--- src/rtl/lab3_sequencer.sv ---
// Control sequencer for the Lab3 datapath: paces the 4-bit state code through load/compute/output.
// Define LAB3_SEQ_STEP_EN to add the i_step port and single-step the compute states.
module lab3_sequencer #(
  parameter int STATE_W = 4,
  parameter int CNT_W   = 8
) (
  input  logic               clk,
  input  logic               rst_n,
  input  logic               i_start,
  input  logic               i_abort,
  input  logic               i_in_valid,
  output logic               o_in_ready,
  input  logic               i_out_ready,
  output logic               o_out_valid,
  output logic [STATE_W-1:0] o_state,
  output logic               o_wr_qual,
  output logic               o_busy,
  output logic               o_done,
  output logic [CNT_W-1:0]   o_run_cnt
`ifdef LAB3_SEQ_STEP_EN
  ,
  input  logic               i_step
`endif
);

  localparam logic [STATE_W-1:0] S_IDLE  = STATE_W'(0);
  localparam logic [STATE_W-1:0] S_LOAD1 = STATE_W'(1);
  localparam logic [STATE_W-1:0] S_LOAD4 = STATE_W'(4);
  localparam logic [STATE_W-1:0] S_C5    = STATE_W'(5);
  localparam logic [STATE_W-1:0] S_C11   = STATE_W'(11);
  localparam logic [STATE_W-1:0] S_OUT   = STATE_W'(12);

  logic [STATE_W-1:0] r_state;
  logic [STATE_W-1:0] w_state_next;
  logic               r_done;
  logic [CNT_W-1:0]   r_run_cnt;
  logic               w_is_load;
  logic               w_is_comp;
  logic               w_adv_comp;
  logic               w_handoff;

  assign w_is_load = (r_state >= S_LOAD1) && (r_state <= S_LOAD4);
  assign w_is_comp = (r_state >= S_C5) && (r_state <= S_C11);

`ifdef LAB3_SEQ_STEP_EN
  assign w_adv_comp = i_step;
`else
  assign w_adv_comp = 1'b1;
`endif

  // A completed handoff is the only event that produces done and bumps the run counter.
  assign w_handoff = (r_state == S_OUT) && i_out_ready && !i_abort;

  always_ff @(posedge clk or negedge rst_n) begin
    if (!rst_n) begin
      r_state   <= S_IDLE;
      r_done    <= 1'b0;
      r_run_cnt <= '0;
    end else begin
      r_state <= w_state_next;
      r_done  <= w_handoff;
      if (w_handoff) begin
        r_run_cnt <= r_run_cnt + CNT_W'(1);
      end
    end
  end

  always_comb begin
    w_state_next = r_state;
    if (i_abort) begin
      w_state_next = S_IDLE;
    end else if (r_state == S_IDLE) begin
      if (i_start) begin
        w_state_next = S_LOAD1;
      end
    end else if (w_is_load) begin
      if (i_in_valid) begin
        w_state_next = r_state + STATE_W'(1);
      end
    end else if (w_is_comp) begin
      if (w_adv_comp) begin
        w_state_next = r_state + STATE_W'(1);
      end
    end else if (r_state == S_OUT) begin
      if (i_out_ready) begin
        w_state_next = S_IDLE;
      end
    end else begin
      // Codes 13-15 are unreachable; recover to idle.
      w_state_next = S_IDLE;
    end
  end

  // A held state must never repeat a register-file write, so wr_qual follows the advance condition.
  always_comb begin
    o_in_ready  = w_is_load;
    o_out_valid = (r_state == S_OUT);
    o_busy      = (r_state != S_IDLE);
    o_wr_qual   = !i_abort && ((w_is_load && i_in_valid) || (w_is_comp && w_adv_comp));
  end

  assign o_state   = r_state;
  assign o_done    = r_done;
  assign o_run_cnt = r_run_cnt;

endmodule
--- config.mk ---
export PLATFORM = sky130hd
export DESIGN_NAME = lab3_sequencer
export DESIGN_NICKNAME = d
export VERILOG_FILES = /design/src/rtl/lab3_sequencer.sv
export SDC_FILE = /design/constraint.sdc
export NUM_CORES = 1
export LEC_CHECK = 0
export BUFFER_PORTS_ARGS = -buffer_cell sky130_fd_sc_hd__buf_2
export CAP_MARGIN = 0
export CORE_AREA = 2 2 41 47
export CTS_CLUSTER_DIAMETER = 200
export CTS_CLUSTER_SIZE = 16
export DETAILED_ROUTE_END_ITERATION = 10
export DIE_AREA = 0 0 43 49
export PLACE_DENSITY = 0.74
export SYNTH_ARGS = -nofsm -noshare
export SYNTH_HDL_FRONTEND = slang
export SYNTH_SLANG_ARGS = --single-unit
--- constraint.sdc ---
create_clock -name clk -period 2.1 [get_ports clk]
set_input_delay 0.21 -clock clk [delete_from_list [all_inputs] [get_ports clk]]
set_output_delay 0.21 -clock clk [all_outputs]
set_load 0.02 [all_outputs]
==> flow_metrics.env, run 1 <==
export IMPL_rows=16
export IMPL_vias_per_cell=5.44
export IMPL_hold_class="input port to flop"
export IMPL_hold_viol=0
export IMPL_grt_use_total=0.154
export IMPL_tns_ns=0
export IMPL_cts_inserted_buffers=3
export IMPL_synth_cell_types=32
export IMPL_fp_dieW_um=43
export IMPL_path_cells="inv_1 > ha_1 > inv_1 > nor3_1 > a211oi_1 > buf_2"
export IMPL_ir_drop_mv=0.502
export IMPL_multi_input_area_um2=390
export IMPL_finalCritPeriodShare=0.919
export IMPL_antenna_found_initial=0
export IMPL_drc=0
export IMPL_final_layout_size_suffix_gt1_frac=0.323
export IMPL_slew_violations=0
export IMPL_grt_pass1_wl_mm=2.54
export IMPL_syn_to_final_growth_pct=22.1
export IMPL_critPathKind="flop to primary output"
export IMPL_rsz0062_at_grt="no"
export IMPL_final_cell_mix="buf_2 (22), dfrtp_1 (13), inv_1 (7)"
export IMPL_nFillCells=162
export IMPL_seq_area_frac_synth=0.429
export IMPL_worstPathArrival_ns=1.72
export IMPL_p_per_area_nw_per_um2=935
export IMPL_grt_max_degree=16
export IMPL_yosys_warnings=0
export IMPL_cp_slowest_cell="dfrtp_1"
export IMPL_worst_skew_pair_late_latency_ns=0.27
export IMPL_synth_edf_count=0
export IMPL_cp_max_fo=6
export IMPL_ys_ff_latch=13
export IMPL_async_flop_share=1.00
export IMPL_clk_pin_slew_ns=0.08
export IMPL_initial_utilization=0.451
export IMPL_port_buffers=22
export IMPL_num_vias=636
export IMPL_wl_mm=1.45
export IMPL_drt_initial_drc_count=6
export IMPL_finalCriticalPeriod_ns=1.93
export IMPL_ant_nets=0
export IMPL_die_h_um=49
export IMPL_crit_path_start_kind="flop"
export IMPL_firstDrtPassIters=2
export IMPL_cp_required_ns=1.89
export IMPL_grt_pass1_vias=574
export IMPL_cap_violations=0
export IMPL_path_common_cell="inv_1"
export IMPL_layout_commonest_cell="buf_2"
export IMPL_clkSinkCount=13
export IMPL_core_area_um2=1680
export IMPL_fp_dieArea_um2=2110
export IMPL_synth_top_flop_cell="dfrtp_1"
export IMPL_n_antenna_cell=0
export IMPL_finClkSkew_ns=0.00339
export IMPL_fin_nets=110
export IMPL_post_cts_buffers=0
export IMPL_io_pins=23
export IMPL_finalSetupViolCount=0
export IMPL_p_leak_nw=0.492
export IMPL_cts_root_buf="clkbuf_4"
export IMPL_routabilityCongestion=0.762
export IMPL_fmax_mhz=518
export IMPL_relSlewSlack=0.722
export IMPL_ff_latch_area_um2=325
export IMPL_syn_mean_instance_area_um2=10.4
export IMPL_overflow=0
export IMPL_post_dp_hpwl_mm=1.10
export IMPL_outcome="finished clean"
export IMPL_syn_cell_area_um2=758
export IMPL_ctsLongestPathBuffers=2
export IMPL_syn_nets=83
export IMPL_postSynthCellCount=73
export IMPL_wl_per_cell_um=12.4
export IMPL_cts_tree="yes"
export IMPL_post_route_util=0.551
export IMPL_tightest_slew_ns=0.415
export IMPL_cp_slowest_stage_delay_ns=0.44
export IMPL_htree_levels=1
export IMPL_cp_end_kind="primary output"
-- stage by stage --
step	power [mW]	worst slack [ns]	instances	cell area, um2	hold WS [ns]
final	0.866	0.169	117	926	0.161
after CTS	0.867	0.101	117	921	0.165
after global placement	0.703	0.344	112	885	0.106
after floorplan	0.604	0.301	73	758	-0.0856
after global routing	0.929	0.0419	117	926	0.185
after detailed placement	0.715	0.283	112	885	0.107
-- final cells by class --
type	count	share of cell area
inverter	7	0.0284
tap	18	0.0243
multi-input combinational	50	0.422
sequential	13	0.351
clock buffer	4	0.0284
timing repair buffer	25	0.146
-- power breakdown --
part	switching [mW]	internal (mW)
Sequential	0.0287	0.271
Combinational	0.251	0.166
Clock	0.0749	0.0734
Total	0.355	0.511
-- flip-flops by register name, indices dropped and copies added (netlist names) --
register	count
o_done	1
o_run_cnt	8
o_state	4
-- final timing paths --
check	cells past startpoint	end	slack, ns	start
worst max-delay path	6	o_in_ready	0.17	o_state[0]
worst min-delay path	2	o_state[3]	0.16	i_out_ready
worst max register to register	5	o_run_cnt[1]	0.26	o_state[0]
worst min register to register	1	o_run_cnt[7]	0.47	o_run_cnt[7]
max in group asynchronous	2	o_state[3]	1.54	rst_n
min in group asynchronous	2	o_run_cnt[6]	0.34	rst_n
-- cells by family after synthesis --
logic type | after synthesis | share of synthesized area
buffers and inverters | 10 | 0.0627
adders and majority gates | 4 | 0.0660
and+or+nand+nor | 20 | 0.152
xor gates and xnor gates | 8 | 0.0924
DFF | 13 | 0.429
AOI/OAI and AO/OA | 15 | 0.150
muxes | 3 | 0.0478
-- synthesized netlist by cell type, types with 2 or more instances --
master	n	area share
inv_1	7	0.035
nor2b_1	3	0.025
a21oi_1	4	0.026
and3_1	2	0.016
nor3_1	4	0.026
dfrtp_1	13	0.43
buf_2	2	0.013
a211oi_1	2	0.020
xnor2_1	6	0.069
xor2_1	2	0.023
nand3_1	3	0.020
nand4_1	2	0.016
ha_1	4	0.066
-- critical path: cells and delay by family, from the launching register on --
family / cells / cell delay [ns]
adders and majority gates: 1 / 0.27
DFF: 1 / 0.44
buffers and inverters: 3 / 0.49
AOI/OAI and AO/OA: 1 / 0.16
and+or+nand+nor: 1 / 0.10
-- repair_timing --
item	4_1_cts	5_1_grt
endpoints found under the setup margin	0	1
hold buffers	1	0
endpoints found under the hold margin	13	0
resized for setup	0	1
-- per-layer routing --
metal	wire length [um]	global-route usage	up-vias
met5	0	0	-
met4	0	0.0455	0
met3	82	0.0333	0
met2	718	0.258	18
met1	653	0.198	304
li1	-	-	314
Power figures use the tool's default switching activity.
==> run 2, diff against run 1 <==
RECOVER_POWER = 50   (was not set)
==> flow_metrics.env, run 2 (synthesis gave the netlist of run 1 again) <==
export IMPL_outcome="finished clean"
export IMPL_path_common_cell="inv_1"
export IMPL_cp_end_kind="primary output"
export IMPL_grt_pass1_wl_mm=2.54
export IMPL_total_power_uw=863
export IMPL_num_vias=636
export IMPL_grt_max_degree=16
export IMPL_grt_pass1_vias=574
export IMPL_crit_cells=6
export IMPL_post_cts_buffers=0
export IMPL_rows=16
export IMPL_ir_drop_mv=0.502
export IMPL_port_buffers=22
export IMPL_routabilityCongestion=0.762
export IMPL_cts_inserted_buffers=3
export IMPL_finClkSkew_ns=0.00350
export IMPL_nFillCells=166
export IMPL_grt_use_total=0.154
export IMPL_cp_required_ns=1.89
export IMPL_rsz0062_at_grt="no"
export IMPL_firstDrtPassIters=2
export IMPL_post_dp_hpwl_mm=1.10
export IMPL_io_pins=23
export IMPL_final_layout_size_suffix_gt1_frac=0.232
export IMPL_fmax_mhz=518
export IMPL_core_area_um2=1680
export IMPL_p_per_area_nw_per_um2=944
export IMPL_finalCritPeriodShare=0.919
export IMPL_largest_reg_flops=8
export IMPL_cp_max_fo=6
export IMPL_overflow=0
export IMPL_hold_class="input port to flop"
export IMPL_finalCriticalPeriod_ns=1.93
export IMPL_syn_to_final_growth_pct=20.6
export IMPL_finalSetupViolCount=0
export IMPL_ant_nets=0
export IMPL_final_cell_mix="buf_2 (13), dfrtp_1 (13), clkbuf_1 (10)"
export IMPL_relSlewSlack=0.543
export IMPL_ctsLongestPathBuffers=2
export IMPL_slew_violations=0
export IMPL_wl_per_cell_um=12.4
export IMPL_antenna_found_initial=0
export IMPL_n_antenna_cell=0
export IMPL_vias_per_cell=5.44
export IMPL_cts_root_buf="clkbuf_4"
export IMPL_timing_critical_path_buf_inv=3
export IMPL_tightest_slew_ns=0.685
export IMPL_worstPathArrival_ns=1.72
export IMPL_crit_path_start_kind="flop"
export IMPL_min_path_cells=2
export IMPL_drt_initial_drc_count=6
export IMPL_drc=0
export IMPL_path_delay_family="buffers and inverters"
export IMPL_cp_slowest_cell="dfrtp_1"
export IMPL_cap_violations=0
export IMPL_htree_levels=1
export IMPL_initial_utilization=0.451
export IMPL_dp_slack_ns=0.283
export IMPL_fin_nets=110
export IMPL_cp_slowest_stage_delay_ns=0.44
export IMPL_tns_ns=0
export IMPL_setup_ws_ns=0.169
export IMPL_hold_viol=0
export IMPL_p_leak_nw=0.454
export IMPL_clkSinkCount=13
export IMPL_wl_mm=1.45
export IMPL_critPathKind="flop to primary output"
export IMPL_clk_pin_slew_ns=0.08
export IMPL_path_cells="inv_1 > ha_1 > inv_1 > nor3_1 > a211oi_1 > buf_2"
export IMPL_fp_dieArea_um2=2110
export IMPL_rr_worst_depth=5
export IMPL_fp_dieW_um=43
export IMPL_cts_tree="yes"
export IMPL_worst_skew_pair_late_latency_ns=0.27
export IMPL_die_h_um=49
==> run 2: changes by cell type in the layout (fill, tap and decap cells not counted), sizes merged <==
cell    previous run  this run
clkbuf             4        13
buf               24        15
==> run 2: final timing paths <==
check	from	endpoint	slack, ns
max in group asynchronous	rst_n	o_state[3]	1.18
worst max register to register	o_state[0]	o_run_cnt[1]	0.26
min in group asynchronous	rst_n	o_run_cnt[6]	0.48
worst min-delay path	i_out_ready	o_state[3]	0.16
worst max-delay path	o_state[0]	o_in_ready	0.17
worst min register to register	o_run_cnt[7]	o_run_cnt[7]	0.48
==> run 2: layer usage <==
metal	track usage	vias to the layer above	share of wire
li1	-	314	-
met2	0.258	18	0.49
met5	0	-	0
met1	0.198	304	0.45
met4	0.0455	0	0
met3	0.0333	0	0.052
==> run 2: layout make-up <==
class | instances | area [um2] | share of cell area
timing repair buffer | 25 | 124 | 0.135
clock buffer | 4 | 26.3 | 0.0287
inverter | 7 | 26.3 | 0.0287
tap | 18 | 22.5 | 0.0246
multi-input combinational | 50 | 390 | 0.427
sequential | 13 | 325 | 0.356
==> run 2: what timing repair did <==
action | in CTS | in global routing
gates resized for setup | 0 | 1
setup endpoints to repair | 0 | 1
hold buffers | 1 | 0
hold endpoints to repair | 13 | 0
==> run 2: per-stage QoR <==
stage,cell area (um2),cells,utilization,hold slack [ns]
floorplan,758,73,-,-0.0856
detailed placement,885,112,0.526,0.107
global placement,885,112,0.526,0.106
global route,915,117,0.544,0.185
finish,915,117,0.544,0.161
CTS,921,117,0.548,0.165
==> run 2: report_power, final <==
group | internal [mW] | leakage [nW] | switching, mW
sequential | 0.271 | 0.179 | 0.0291
clock | 0.0734 | 0.0150 | 0.0750
combinational | 0.163 | 0.260 | 0.252
total | 0.508 | 0.454 | 0.356
